--- config.mk ---
export PLATFORM = sky130hd
export DESIGN_NAME = sys_array_feeder_flat
export DESIGN_NICKNAME = d
export VERILOG_FILES = /design/src/rtl/sys_array_pkg.sv /design/src/rtl/sys_array_feeder_if.sv /design/src/rtl/feeder_buffer.sv /design/src/rtl/sys_array_feeder.sv /design/src/flat_wrapper.sv
export SDC_FILE = /design/constraint.sdc
export NUM_CORES = 1
export LEC_CHECK = 0
export BUFFER_PORTS_ARGS = -buffer_cell sky130_fd_sc_hd__clkbuf_2
export CORE_ASPECT_RATIO = 1.25
export CORE_MARGIN = 3
export CORE_UTILIZATION = 29
export DETAILED_ROUTE_END_ITERATION = 16
export GPL_ROUTABILITY_DRIVEN = 0
export SYNTH_ARGS = -nofsm -noshare
export SYNTH_HDL_FRONTEND = slang
export SYNTH_SLANG_ARGS = --single-unit
--- constraint.sdc ---
create_clock -name clk -period 6 [get_ports clk]
set_input_delay 1.2 -clock clk [delete_from_list [all_inputs] [get_ports clk]]
set_output_delay 1.2 -clock clk [all_outputs]
set_load 0.005 [all_outputs]
--- src/rtl/sys_array_pkg.sv ---
// Shared types and constants for the systolic-array feeder and its neighbours.
package sys_array_pkg;

  localparam int unsigned DEFAULT_DATA_WIDTH = 8;
  localparam int unsigned PROP_WIDTH         = 2 * DEFAULT_DATA_WIDTH;

  typedef enum logic [2:0] {
    IDLE,
    LOAD,
    STREAM,
    DRAIN,
    DONE
  } feeder_state_t;

endpackage

--- src/rtl/sys_array_feeder_if.sv ---
// Feeder bus: buffer/run controls from upstream, cell-facing stream and status back.
interface sys_array_feeder_if
  import sys_array_pkg::*;
#(
  parameter int unsigned DATA_WIDTH = DEFAULT_DATA_WIDTH,
  parameter int unsigned DEPTH      = 4
);

  localparam int unsigned CW = $clog2(DEPTH + 1);

  logic                    wr_en;
  logic [DATA_WIDTH-1:0]   wr_data;
  logic                    clr;
  logic                    start;
  logic [DATA_WIDTH-1:0]   par_in;
  logic [2*DATA_WIDTH-1:0] prop_bias;

  logic                    param_load;
  logic [DATA_WIDTH-1:0]   param_data;
  logic [DATA_WIDTH-1:0]   input_data;
  logic [2*DATA_WIDTH-1:0] prop_data;
  logic                    in_valid;
  logic                    busy;
  logic                    done;
  logic [CW-1:0]           count;
  logic                    full;

  // Upstream side: issues writes and run requests, observes the stream.
  modport master (
    output wr_en, wr_data, clr, start, par_in, prop_bias,
    input  param_load, param_data, input_data, prop_data, in_valid, busy, done, count, full
  );

  // Feeder side.
  modport slave (
    input  wr_en, wr_data, clr, start, par_in, prop_bias,
    output param_load, param_data, input_data, prop_data, in_valid, busy, done, count, full
  );

endinterface

--- src/rtl/feeder_buffer.sv ---
// Sample register file; the write pointer is the fill count, reads are random access.
module feeder_buffer #(
  parameter int unsigned DATA_WIDTH = 8,
  parameter int unsigned DEPTH      = 4,
  localparam int unsigned AW        = $clog2(DEPTH),
  localparam int unsigned CW        = $clog2(DEPTH + 1)
) (
  input  logic                  clk,
  input  logic                  reset_n,
  input  logic                  wr_en,    // already qualified: never asserted while full
  input  logic [DATA_WIDTH-1:0] wr_data,
  input  logic                  clr,
  input  logic [AW-1:0]         rd_idx,
  output logic [DATA_WIDTH-1:0] rd_data,
  output logic [CW-1:0]         count,
  output logic                  full
);

  logic [DATA_WIDTH-1:0] mem [DEPTH];
  logic [CW-1:0]         count_q;
  logic                  full_q;

  // Storage carries no reset; only the fill state is cleared.
  always_ff @(posedge clk) begin
    if (wr_en) begin
      mem[count_q[AW-1:0]] <= wr_data;
    end
  end

  // Fill count and registered full flag.
  always_ff @(posedge clk or negedge reset_n) begin
    if (!reset_n) begin
      count_q <= '0;
      full_q  <= 1'b0;
    end else if (clr) begin
      count_q <= '0;
      full_q  <= 1'b0;
    end else if (wr_en) begin
      count_q <= count_q + CW'(1);
      full_q  <= (count_q == CW'(DEPTH - 1));
    end
  end

  assign rd_data = mem[rd_idx];
  assign count   = count_q;
  assign full    = full_q;

endmodule

--- src/rtl/sys_array_feeder.sv ---
// Run sequencer: one parameter strobe, then a gap-free sample burst, drain, done.
module sys_array_feeder
  import sys_array_pkg::*;
#(
  parameter int unsigned DATA_WIDTH = DEFAULT_DATA_WIDTH,
  parameter int unsigned DEPTH      = 4,
  parameter int unsigned PIPE_LAT   = 1
) (
  input logic               clk,
  input logic               reset_n,
  sys_array_feeder_if.slave bus
);

  localparam int unsigned AW = $clog2(DEPTH);
  localparam int unsigned CW = $clog2(DEPTH + 1);
  localparam int unsigned DW = (PIPE_LAT > 1) ? $clog2(PIPE_LAT) : 1;
  localparam int unsigned PW = 2 * DATA_WIDTH;

  feeder_state_t state_q, state_d;
  logic [AW-1:0] idx_q, idx_d;
  logic [DW-1:0] dcnt_q, dcnt_d;
  logic [PW-1:0] bias_q;

  logic [CW-1:0]         count, count_nxt;
  logic                  full, wr_ok, clr_ok, start_ok;
  logic [DATA_WIDTH-1:0] rd_data;

  logic                  param_load_q, in_valid_q, busy_q, done_q;
  logic [DATA_WIDTH-1:0] param_data_q, input_data_q;
  logic [PW-1:0]         prop_data_q;

  // Buffer edits only in IDLE; clr beats a same-cycle write.
  assign clr_ok    = bus.clr && (state_q == IDLE);
  assign wr_ok     = bus.wr_en && (state_q == IDLE) && !full && !bus.clr;
  // A start sees the count including any write landing in the same cycle.
  assign count_nxt = clr_ok ? '0 : count + CW'(wr_ok);
  assign start_ok  = bus.start && (state_q == IDLE) && (count_nxt != '0);

  feeder_buffer #(
    .DATA_WIDTH (DATA_WIDTH),
    .DEPTH      (DEPTH)
  ) u_buffer (
    .clk     (clk),
    .reset_n (reset_n),
    .wr_en   (wr_ok),
    .wr_data (bus.wr_data),
    .clr     (clr_ok),
    .rd_idx  (idx_d),
    .rd_data (rd_data),
    .count   (count),
    .full    (full)
  );

  // Next-state logic; count is frozen during a run since writes are IDLE-only.
  always_comb begin
    state_d = state_q;
    idx_d   = idx_q;
    dcnt_d  = dcnt_q;
    unique case (state_q)
      IDLE: begin
        if (start_ok) begin
          state_d = LOAD;
          idx_d   = '0;
        end
      end
      LOAD: state_d = STREAM;
      STREAM: begin
        if (CW'(idx_q) == count - CW'(1)) begin
          state_d = DRAIN;
          dcnt_d  = '0;
        end else begin
          idx_d = idx_q + AW'(1);
        end
      end
      DRAIN: begin
        if (dcnt_q == DW'(PIPE_LAT - 1)) begin
          state_d = DONE;
        end else begin
          dcnt_d = dcnt_q + DW'(1);
        end
      end
      DONE:    state_d = IDLE;
      default: state_d = IDLE;
    endcase
  end

  // FSM state, counters and run-time bias capture.
  always_ff @(posedge clk or negedge reset_n) begin
    if (!reset_n) begin
      state_q <= IDLE;
      idx_q   <= '0;
      dcnt_q  <= '0;
      bias_q  <= '0;
    end else begin
      state_q <= state_d;
      idx_q   <= idx_d;
      dcnt_q  <= dcnt_d;
      if (start_ok) begin
        bias_q <= bus.prop_bias;
      end
    end
  end

  // Outputs registered from the next state so they line up with state_q.
  always_ff @(posedge clk or negedge reset_n) begin
    if (!reset_n) begin
      param_load_q <= 1'b0;
      param_data_q <= '0;
      input_data_q <= '0;
      prop_data_q  <= '0;
      in_valid_q   <= 1'b0;
      busy_q       <= 1'b0;
      done_q       <= 1'b0;
    end else begin
      param_load_q <= (state_d == LOAD);
      if (start_ok) begin
        param_data_q <= bus.par_in;
      end
      if (state_d == STREAM) begin
        input_data_q <= rd_data;
      end
      prop_data_q <= (state_d == STREAM) ? bias_q : '0;
      in_valid_q  <= (state_d == STREAM);
      busy_q      <= (state_d != IDLE);
      done_q      <= (state_d == DONE);
    end
  end

  assign bus.param_load = param_load_q;
  assign bus.param_data = param_data_q;
  assign bus.input_data = input_data_q;
  assign bus.prop_data  = prop_data_q;
  assign bus.in_valid   = in_valid_q;
  assign bus.busy       = busy_q;
  assign bus.done       = done_q;
  assign bus.count      = count;
  assign bus.full       = full;

endmodule

--- src/flat_wrapper.sv ---
// flat-port wrapper written by rule: the top's interface ports become plain ports
module sys_array_feeder_flat import sys_array_pkg::*;
#(
  parameter int unsigned DATA_WIDTH = DEFAULT_DATA_WIDTH,
  parameter int unsigned DEPTH      = 4,
  parameter int unsigned PIPE_LAT   = 1
)
  (clk, reset_n, bus_wr_en, bus_wr_data, bus_clr, bus_start, bus_par_in, bus_prop_bias, bus_param_load, bus_param_data, bus_input_data, bus_prop_data, bus_in_valid, bus_busy, bus_done, bus_count, bus_full);
  sys_array_feeder_if #(.DATA_WIDTH(DATA_WIDTH), .DEPTH(DEPTH)) bus_i ();
  input logic clk;
  input logic reset_n;
  input wire logic [$bits(bus_i.wr_en)-1:0] bus_wr_en;
  input wire logic [$bits(bus_i.wr_data)-1:0] bus_wr_data;
  input wire logic [$bits(bus_i.clr)-1:0] bus_clr;
  input wire logic [$bits(bus_i.start)-1:0] bus_start;
  input wire logic [$bits(bus_i.par_in)-1:0] bus_par_in;
  input wire logic [$bits(bus_i.prop_bias)-1:0] bus_prop_bias;
  output wire logic [$bits(bus_i.param_load)-1:0] bus_param_load;
  output wire logic [$bits(bus_i.param_data)-1:0] bus_param_data;
  output wire logic [$bits(bus_i.input_data)-1:0] bus_input_data;
  output wire logic [$bits(bus_i.prop_data)-1:0] bus_prop_data;
  output wire logic [$bits(bus_i.in_valid)-1:0] bus_in_valid;
  output wire logic [$bits(bus_i.busy)-1:0] bus_busy;
  output wire logic [$bits(bus_i.done)-1:0] bus_done;
  output wire logic [$bits(bus_i.count)-1:0] bus_count;
  output wire logic [$bits(bus_i.full)-1:0] bus_full;
  assign bus_i.wr_en = bus_wr_en;
  assign bus_i.wr_data = bus_wr_data;
  assign bus_i.clr = bus_clr;
  assign bus_i.start = bus_start;
  assign bus_i.par_in = bus_par_in;
  assign bus_i.prop_bias = bus_prop_bias;
  assign bus_param_load = bus_i.param_load;
  assign bus_param_data = bus_i.param_data;
  assign bus_input_data = bus_i.input_data;
  assign bus_prop_data = bus_i.prop_data;
  assign bus_in_valid = bus_i.in_valid;
  assign bus_busy = bus_i.busy;
  assign bus_done = bus_i.done;
  assign bus_count = bus_i.count;
  assign bus_full = bus_i.full;
  sys_array_feeder #(.DATA_WIDTH(DATA_WIDTH), .DEPTH(DEPTH), .PIPE_LAT(PIPE_LAT)) u_core (.clk(clk), .reset_n(reset_n), .bus(bus_i));
endmodule
==> results of run 1 <==
[how the worst max path moves through the flow]
stage                     startpoint                        to  slack, ps  cells past startpoint
after global placement       bus_clr  u_core.bus.input_data[4]       1700                     11
final                        bus_clr  u_core.bus.input_data[3]       2000                     11
after detailed placement     bus_clr  u_core.bus.input_data[3]       1630                     11
after floorplan              bus_clr  u_core.bus.input_data[0]       2390                     10
after CTS                    bus_clr  u_core.bus.input_data[3]       1980                     11
after global routing         bus_clr  u_core.bus.input_data[5]       1720                     11
[layout make-up]
type                            instances  area, µm²  area share (%)
Sequential cell                        93       2490            51.0
Multi-Input combinational cell        214       1380            28.2
Timing Repair Buffer                   78        395            8.10
Clock buffer                           11        253            5.18
Tap cell                              171        214            4.38
Inverter                               23       88.8            1.82
Clock inverter                          5       66.3            1.36
[logic make-up after synthesis]
logic type,Yosys count,synth area share (%)
multiplexers,1,0.247
buffers and inverters,44,4.75
adder cells (fa/ha/maj),7,2.16
XOR/XNOR,10,2.16
AO/OA/AOI/OAI,70,15.0
AND/OR/NAND/NOR,126,14.3
flip-flops,93,61.3
[cell usage in the layout (no fill, tap or decap), types with 2 or more instances in the layout]
cell type,netlist,routed
nand2_1,87,87
clkbuf_2,0,76
dfrtp_1,61,61
edfxtp_1,32,32
inv_1,21,21
and2_1,20,20
o21ai_1,10,10
o311ai_0,9,9
clkbuf_16,0,9
o221ai_1,8,8
a311oi_1,8,8
o211ai_1,7,7
a221oi_1,7,7
ha_1,7,7
nor2_1,6,6
xnor2_1,5,5
xor2_1,5,5
a2111oi_0,4,4
and3b_1,3,3
a21oi_1,3,3
a2111oi_2,3,3
nor2b_1,2,2
a31oi_1,2,2
nor3_1,2,2
o211a_1,2,2
clkbuf_8,0,2
buf_4,0,2
[sequential cells by signal, summed over array words and instances (netlist names), 2 cells and up]
register and count:
u_core.idx_q 2, u_core.u_buffer.count 3, u_core.u_buffer.mem 32, u_core.bus.param_data 8, u_core.state_q 3, u_core.bus.prop_data 16
u_core.bias_q 16, u_core.bus.input_data 8
[stage by stage]
| step | std cells | power [µW] |
|---|---|---|
| finish | 595 | 2690 |
| global route | 595 | 2890 |
| CTS | 595 | 2710 |
| detailed placement | 579 | 2100 |
| global placement | 579 | 2070 |
| floorplan | 351 | 1730 |
[where the power goes]
part / leakage (µW) / switching [µW] / internal (µW)
logic: 0.00100 / 670 / 405
clock network: 0.000154 / 248 / 351
registers: 0.00108 / 147 / 865
[critical path, delay by kind of cell]
| kind | cells | cell delay [ps] |
|---|---|---|
| compound gates | 4 | 1130 |
| fa+ha+maj | 2 | 460 |
| buf+inv | 3 | 710 |
| simple gates | 2 | 710 |
[synthesized netlist by cell type, types with 7 or more instances]
library cell	n
a221oi_1	7
dfrtp_1	61
o211ai_1	7
nand2_1	87
and2_1	20
o311ai_0	9
edfxtp_1	32
o21ai_1	10
buf_2	14
inv_1	21
a311oi_1	8
ha_1	7
o221ai_1	8
[per-layer routing]
layer  routed length, µm  track usage, %
met5                   0               0
met4                 197            5.89
met3                 506            2.67
met2                4890            21.7
met1                3900            15.0
==> run_results.csv, run 1 <==
group,metric,value,unit
detailed_routing,drc,0,
yosys,synth_edf_count,32,
worst_setup_path,r2r_cells,10,
detailed_routing,num_vias,2874,
power,p_per_area,550,mW/mm²
yosys,syn_nets,395,
layout,final_net_count,463,
sta,hold_slack,466,ps
floorplan,dieWidth,112,µm
detailed_routing,wire_per_inst,15.9,µm
layout,n_antenna_cell,0,
floorplan,ios,77,
worst_hold_path,hold_path_class,"flop to flop",
worst_setup_path,worstPathArrival,4220,ps
floorplan,rows,47,
sta,rsz0062_at_grt,"false",
floorplan,chipHeight,138,µm
yosys,ys_warn_count,0,
clock_tree,holdBufCountCts,0,
worst_hold_path,worstHoldStart,"u_core.bias_q[11]",
yosys,synth.top_cell.area_share,37.6,%
global_route,grt_pass1_wl,15600,µm
yosys,synthesis.area,0.00406,mm²
worst_setup_path,cp_data_required_time,6220,ps
worst_setup_path,crit_type,"primary input to flop",
worst_setup_path,start_kind,"primary input",
placement,place_ws,1630,ps
global_route,grt_antenna_before_repair,0,
sta,hold_viol_final,0,
detailed_routing,vias_per_cell,4.83,
yosys,ys_seq_area_share,61.3,%
yosys,ys.flop_type,"dfrtp_1",
layout,num-fill-cells,1315,
sta,worst_pin_slew,1220,ps
worst_setup_path,cp-end-kind,"flop",
clock_tree,cts.sinks,93,
layout,fin_util,36.2,%
worst_setup_path,cp_common_cell,"ha_1",
global_route,grt_util_all_layers,12.6,%
clock_tree,cts.clk_slew.worst_paths,60,ps
worst_hold_path,hold_end,"u_core.bias_q[11]",
global_route,grt_max_degree,62,
yosys,ys_types,42,
placement,place_area,0.00456,mm²
power,ir_worst_vdd,0.000187,V
detailed_routing,drt_iter0_markers,257,
power,p_leak,0.00223,µW
yosys,synth-seq-cells,93,
sta,setup_viol,0,
clock_tree,tritoncts,"done",
yosys,synthTopCellsByArea,"dfrtp_1, edfxtp_1, nand2_1",
global_route,grt_pass1_vias,3013,
sta,final-max-slew-violation-count,0,
clock_tree,clock_latency,340,ps
sta,fmax,250,MHz
worst_setup_path,path_cells,"clkbuf_2, nor4_2, and3b_1, ha_1, ha_1, o311ai_4, buf_4, inv_4, o41a_4, o221ai_1, o21ai_1",
detailed_routing,ant_nets,0,
worst_hold_path,holdPathStages,2,
clock_tree,clockRootBuffer,"clkbuf_16",
yosys,synth_top_area_cell,"dfrtp_1",
floorplan,coreArea,0.0135,mm²
sta,tns,0,ps
yosys,syn_inst,351,
floorplan,initial_core_util,30.1,%
layout,layout-drive-gt1-share,25.0,%
worst_setup_path,worst_path_largest_cell_delay,550,ps
sta,clock_skew,4.76,ps
worst_setup_path,r2r_slack,2310,ps
job,cap_viol_max_count,0,
sta,period_share,66.7,%
worst_setup_path,critPathSlowestCell,"o41a_4",
detailed_routing,wl,9490,µm
yosys,async_flop_share,65.6,%
clock_tree,cts_resized,0,
floorplan,die_area,0.0154,mm²
worst_setup_path,critPathMaxFanout,45,
sta,setup_ws,2000,ps
layout,fin_area,0.00488,mm²
placement,hpwl,6370,µm
clock_tree,clock_path_buffers,2,
run_status,outcome,"finished clean",
placement,io_buffers,76,
yosys,postSynthAreaPerCell,11.6,µm²
worst_setup_path,r2r_end,"u_core.bus.input_data[3]",
sta,min_period,4000,ps
global_route,grt_overflow_total,0,
layout,syn2layout_area_growth,20.3,%
detailed_routing,dr.pass1.iters,5,
worst_setup_path,rr_startpoint,"u_core.state_q[0]",
sta,slew_headroom,18.3,%
clock_tree,h-tree-depth,3,
clock_tree,cts_buffers,9,
clock_tree,cts_setup_buffers,0,
Power figures use the tool's default switching activity.
==> run 2: changes to the inputs <==
--- a/config.mk
+++ b/config.mk
@@ -5,6 +5,7 @@
 export SDC_FILE = /design/constraint.sdc
 export NUM_CORES = 1
 export LEC_CHECK = 0
+export ABC_AREA = 1
 export BUFFER_PORTS_ARGS = -buffer_cell sky130_fd_sc_hd__clkbuf_2
 export CORE_ASPECT_RATIO = 1.25
 export CORE_MARGIN = 3
==> constraint.sdc (replaced) <==
create_clock -name clk -period 3.52 [get_ports clk]
set_input_delay 0.704 -clock clk [delete_from_list [all_inputs] [get_ports clk]]
set_output_delay 0.704 -clock clk [all_outputs]
set_load 0.005 [all_outputs]
==> run 2 against run 1 <==
- cell count increased by 7.1%
- sequential share of layout area increased by 2.2 points
- sequential power up 59%
- via count down 8.0%
- global-route usage shrank 1.8 points
- area after synthesis fell by 6.4%
- combinational power up 44%
- routed wire length decreased by 21%
==> run_results.csv, run 2 <==
group,metric,value,unit
power,combPwrFrac,37.3,%
power,p_leak,0.00240,µW
floorplan,die_area,0.0145,mm²
yosys,synth_edf_count,32,
power,p_per_area,891,mW/mm²
power,p_int,2610,µW
yosys,synth_top_area_cell,"dfrtp_1",
clock_tree,cts_buffers,9,
yosys,postSynthAreaPerCell,9.94,µm²
placement,dp_cells,621,
sta,setup_ws,704,ps
detailed_routing,wire_per_inst,11.7,µm
sta,setup_viol,0,
layout,layout-drive-gt1-share,23.9,%
detailed_routing,drc,0,
yosys,async_flop_share,65.6,%
global_route,grt_pass1_vias,2637,
yosys,synth.top_cell.area_share,40.2,%
sta,rsz0062_at_grt,"false",
placement,hpwl,5550,µm
worst_setup_path,r2r_slack,700,ps
layout,layout_common_cells,"nand2_1, clkbuf_2, inv_1",
detailed_routing,dr.pass1.iters,4,
global_route,grt_antenna_before_repair,0,
sta,final-max-slew-violation-count,0,
placement,place_ws,515,ps
yosys,syn_nets,426,
yosys,synth_most_common_cell,"nand2_1",
yosys,ys.flop_type,"dfrtp_1",
yosys,syn_inst,382,
clock_tree,clockRootBuffer,"clkbuf_16",
detailed_routing,vias_per_cell,4.15,
global_route,use_met3,2.70,%
floorplan,dieWidth,108,µm
placement,io_buffers,76,
worst_setup_path,start_kind,"flop",
placement,place_area,0.00436,mm²
job,cap_viol_max_count,0,
detailed_routing,ant_nets,0,
yosys,synth-seq-cells,93,
worst_setup_path,cp_data_required_time,3800,ps
worst_setup_path,crit_type,"flop to flop",
floorplan,rows,46,
sta,clock_skew,8.41,ps
detailed_routing,num_vias,2644,
worst_setup_path,worstPathArrival,3090,ps
clock_tree,clock_path_buffers,2,
yosys,ys_types,24,
worst_setup_path,cp-end-kind,"flop",
yosys,ys_warn_count,0,
run_status,outcome,"finished clean",
layout,finalNonFillerCells,637,
sta,fmax,355,MHz
power,ir_worst_vdd,0.000316,V
clock_tree,h-tree-depth,3,
global_route,globalRouteMet2Util,17.5,%
power,p_seq_share,38.6,%
yosys,synthTopCellsByCount,"nand2_1, inv_1, dfrtp_1",
sta,min_period,2820,ps
sta,period_share,80.0,%
layout,final_common_cell,"nand2_1",
clock_tree,cts.clk_slew.worst_paths,60,ps
yosys,synthesis.area,0.00380,mm²
clock_tree,cts_resized,0,
power,sw_frac_of_total,37.3,%
sta,tns,0,ps
detailed_routing,drt_iter0_markers,199,
sta,slew_headroom,34.3,%
yosys,synthTopCellsByArea,"dfrtp_1, edfxtp_1, nand2_1",
global_route,grt_overflow_total,0,
floorplan,chipHeight,134,µm
sta,hold_viol_final,0,
global_route,globalRouteMet1Util,13.8,%
worst_setup_path,critPathMaxFanout,17,
power,p_sw,1560,µW
sta,worst_pin_slew,985,ps
clock_tree,tritoncts,"done",
layout,syn2layout_area_growth,23.2,%
worst_hold_path,hold_path_class,"flop to flop",
global_route,grt-busiest-layer,"met2",
clock_tree,cts_setup_buffers,0,
detailed_routing,wl,7450,µm
global_route,grt_util_all_layers,10.8,%
yosys,ys_seq_area_share,65.5,%
floorplan,ios,77,
clock_tree,cts.sinks,93,
power,pwr-share-clk,24.1,%
layout,fin_area,0.00468,mm²
clock_tree,holdBufCountCts,0,
global_route,grt_max_degree,42,
sta,hold_slack,480,ps
layout,n_antenna_cell,0,
clock_tree,clock_latency,340,ps
layout,final_net_count,508,
layout,largest_reg_flops,32,
floorplan,coreArea,0.0127,mm²
floorplan,initial_core_util,29.8,%
global_route,grt_pass1_wl,12400,µm
## run 2: changes by cell type in the layout (fill, tap and decap cells not counted), sizes merged, moves of 10 or more
cell and delta:
inv +48, nand3 +35, nor2 +24, and2 -20, nand2 +20, o311ai -10
## run 2: per-stage QoR
stage / power [µW] / utilization [%]
floorplan: 2780 / -
global placement: 3160 / 34.3
detailed placement: 3200 / 34.3
CTS: 4210 / 36.8
global route: 4550 / 36.8
finish: 4170 / 36.8
## run 2: per-layer routing
layer | up-vias | routed length, µm
met4 | 0 | 116
met3 | 10 | 478
met1 | 1217 | 3380
li1 | 1346 | -
met2 | 71 | 3480
met5 | - | 0
## run 2: kinds of logic (layout without fill, tap and decap cells)
| family | count (synthesis) | in the layout | share of synthesized area [%] |
|---|---|---|---|
| and+or+nand+nor | 175 | 175 | 19.6 |
| buffers and inverters | 81 | 168 | 8.64 |
| xor gates and xnor gates | 1 | 1 | 0.231 |
| DFF | 93 | 93 | 65.5 |
| adders and majority gates | 7 | 7 | 2.31 |
| AOI/OAI and AO/OA | 25 | 25 | 3.69 |
## run 2: power groups by stage
stage          clock network, µW  logic, µW  registers, µW
4_1_cts                     1020       1580           1610
6_report                    1000       1560           1610
3_3_place_gp                   0       1540           1630
3_5_place_dp                   0       1570           1630
2_1_floorplan                  0       1160           1610
5_1_grt                     1080       1830           1640
## run 2: final cells by class
type,count,area (µm²)
clock buffer,11,264
timing repair buffer,80,410
sequential,93,2490
multi-input combinational,208,981
clock inverter,5,55.1
tap,168,210
fill,1254,8040
inverter,72,270
## run 2: final timing paths
kind,end,from,cells after the start
setup / recovery,u_core.bus.input_data[7],u_core.state_q[0],19
hold / removal,u_core.bus.param_data[7],u_core.bus.param_data[7],2
setup reg to reg,u_core.bus.input_data[7],u_core.state_q[0],19
hold reg to reg,u_core.bus.param_data[7],u_core.bus.param_data[7],2
max in group asynchronous,u_core.u_buffer.count[0],reset_n,2
min in group asynchronous,u_core.bus.prop_data[6],reset_n,1
## run 2: worst max-delay path: stages, from the launching register on
cell and delay (ps):
dfrtp_1 430, nor2_2 170, nand2_1 110, inv_1 60, nand4_1 70, buf_4 170
inv_1 70, ha_1 140, ha_1 220, nor2_1 100, nand2_1 70, nor2_2 120
nor2_4 70, a21oi_4 370, nand2_4 220, nand2_1 110, nand3_1 70, nand2_1 80
nand2_1 50, nand2_1 60
==> run 3: changes to the inputs <==
--- a/config.mk
+++ b/config.mk
@@ -5,7 +5,7 @@
 export SDC_FILE = /design/constraint.sdc
 export NUM_CORES = 1
 export LEC_CHECK = 0
-export ABC_AREA = 1
+export ABC_AREA = 0
 export BUFFER_PORTS_ARGS = -buffer_cell sky130_fd_sc_hd__clkbuf_2
 export CORE_ASPECT_RATIO = 1.25
 export CORE_MARGIN = 3
==> constraint.sdc (replaced) <==
create_clock -name clk -period 2.56 [get_ports clk]
set_input_delay 0.512 -clock clk [delete_from_list [all_inputs] [get_ports clk]]
set_output_delay 0.512 -clock clk [all_outputs]
set_load 0.005 [all_outputs]
==> run 3 against run 2 <==
- sequential cell count did not move
- non-clock buffer count up 23
- via count grew 9.7%
- cell count down 2.7%
- clock power grew 23%
- sequential power grew 43%
- first-iteration DRC count down 40%
- final area grew 12%
- clock skew down 2.9 ps
- critical endpoint is now u_core.bus.input_data[1]
- largest cell class unchanged
==> run_results.csv, run 3 (synthesis gave the netlist of run 1 again) <==
group,metric,value,unit
clock_tree,h-tree-depth,3,
sta,final-max-slew-violation-count,0,
layout,final_common_cell,"nand2_1",
layout,layout_common_cells,"nand2_1, clkbuf_2, dfrtp_1",
detailed_routing,drt_iter0_markers,119,
placement,hpwl,6820,µm
power,p_seq_share,34.8,%
worst_setup_path,r2r_cells,10,
detailed_routing,wire_per_inst,14.6,µm
clock_tree,cts.sinks,93,
power,p_int,4040,µW
worst_setup_path,worstPathArrival,2710,ps
detailed_routing,vias_per_cell,4.68,
sta,tns,0,ps
clock_tree,cts_buffers,9,
global_route,grt_pass1_wl,15400,µm
detailed_routing,wl,9080,µm
global_route,grt_antenna_before_repair,0,
job,cap_viol_max_count,0,
worst_setup_path,critPathMaxFanout,11,
sta,min_period,2490,ps
floorplan,die_area,0.0154,mm²
layout,layout-drive-gt1-share,33.9,%
detailed_routing,drc,0,
clock_tree,clock_latency,330,ps
sta,clock_skew,5.53,ps
worst_setup_path,cp-end-kind,"flop",
worst_setup_path,cp-endpoint,"u_core.bus.input_data[1]",
floorplan,ios,77,
detailed_routing,dr.pass1.iters,4,
worst_setup_path,start_kind,"flop",
layout,largest_reg_flops,32,
clock_tree,clockRootBuffer,"clkbuf_16",
global_route,grt_util_all_layers,12.2,%
global_route,grt_max_degree,43,
sta,slew_headroom,37.6,%
floorplan,coreArea,0.0135,mm²
global_route,grt_overflow_total,0,
clock_tree,cts.clk_slew.worst_paths,60,ps
worst_setup_path,r2r_end,"u_core.bus.input_data[1]",
power,sw_frac_of_total,38.9,%
floorplan,dieWidth,112,µm
detailed_routing,num_vias,2900,
clock_tree,clock_path_buffers,2,
run_status,outcome,"finished clean",
power,combPwrFrac,46.7,%
power,p_sw,2570,µW
worst_setup_path,rr_startpoint,"u_core.state_q[1]",
sta,hold_viol_final,0,
detailed_routing,ant_nets,0,
worst_setup_path,crit_type,"flop to flop",
floorplan,rows,47,
power,p_per_area,1270,mW/mm²
power,p_leak,0.00238,µW
sta,setup_viol,0,
layout,n_antenna_cell,0,
layout,syn2layout_area_growth,28.7,%
worst_hold_path,hold_path_class,"primary input to asynchronous set/reset pin",
sta,fmax,401,MHz
sta,rsz0062_at_grt,"true",
sta,period_share,97.3,%
clock_tree,tritoncts,"done",
floorplan,initial_core_util,30.1,%
placement,io_buffers,76,
worst_setup_path,r2r_slack,70,ps
global_route,grt_pass1_vias,3054,
worst_setup_path,cp_data_required_time,2780,ps
sta,worst_pin_slew,936,ps
layout,final_net_count,488,
floorplan,chipHeight,138,µm
worst_setup_path,startpoint,"u_core.state_q[1]",
layout,fin_util,38.8,%
power,ir_worst_vdd,0.000603,V
power,pwr-share-clk,18.6,%
## run 3: cell types whose count changed in the layout (fill, tap and decap cells not counted), sizes merged, moves of 20 or more
| cell | change |
|---|---|
| inv | -48 |
| nand3 | -35 |
| nor2 | -24 |
| buf | +23 |
| and2 | +20 |
| nand2 | -20 |
## run 3: timing repair
item                       4_1_cts  5_1_grt
setup endpoints to repair        7        8
gates resized for setup          2       15
setup buffers                    0        1
pin swaps                        0        1
hold buffers                     0        0
## run 3: worst min-delay path by stage
stage                                 from                to  slack, ps
final                              reset_n   u_core.idx_q[1]        160
after detailed placement  u_core.bias_q[9]  u_core.bias_q[9]        450
after global routing               reset_n   u_core.idx_q[1]        190
after floorplan                    reset_n  u_core.bias_q[0]        220
after global placement    u_core.bias_q[7]  u_core.bias_q[7]        450
after CTS                          reset_n   u_core.idx_q[1]        160
## run 3: worst max-delay path: stages (launching register included)
cell      delay, ps
dfrtp_1         420
nor4_4          280
and3b_2         250
ha_4            130
ha_4            190
o311ai_4        310
inv_4            90
buf_12          160
buf_12          130
a221oi_1        300
o21ai_1         110
## run 3: final cells by class
type,instances,area [µm²]
multi-input combinational,214,1530
tap,171,214
clock buffer,11,243
fill,1292,8250
clock inverter,5,33.8
sequential,93,2490
inverter,23,88.8
timing repair buffer,103,621
## run 3: metrics by stage
step	hold WS, ps	total power [µW]	setup slack, ps	instances	cell area (µm²)
floorplan	216	4210	-186	351	4150
finish	159	6610	68.1	620	5220
global placement	449	5200	-187	603	4860
CTS	161	6550	25.2	619	5140
global route	186	7140	-47.9	620	5220
detailed placement	454	5300	-298	603	4860
## run 3: layer usage
metal / vias to the layer above / wire, µm / global-route usage, %
met5: - / 0 / 0
met4: 0 / 177 / 5.45
met3: 11 / 483 / 3.02
met2: 81 / 4700 / 21.0
met1: 1379 / 3720 / 14.2
li1: 1429 / - / -
## run 3: power by group through the flow
stage / Sequential, µW / Combinational [µW] / Clock (µW)
final: 2300 / 3080 / 1230
after detailed placement: 2320 / 2970 / 0
after floorplan: 2270 / 1930 / 0
after CTS: 2300 / 2980 / 1270
after global routing: 2350 / 3450 / 1340
after global placement: 2320 / 2880 / 0
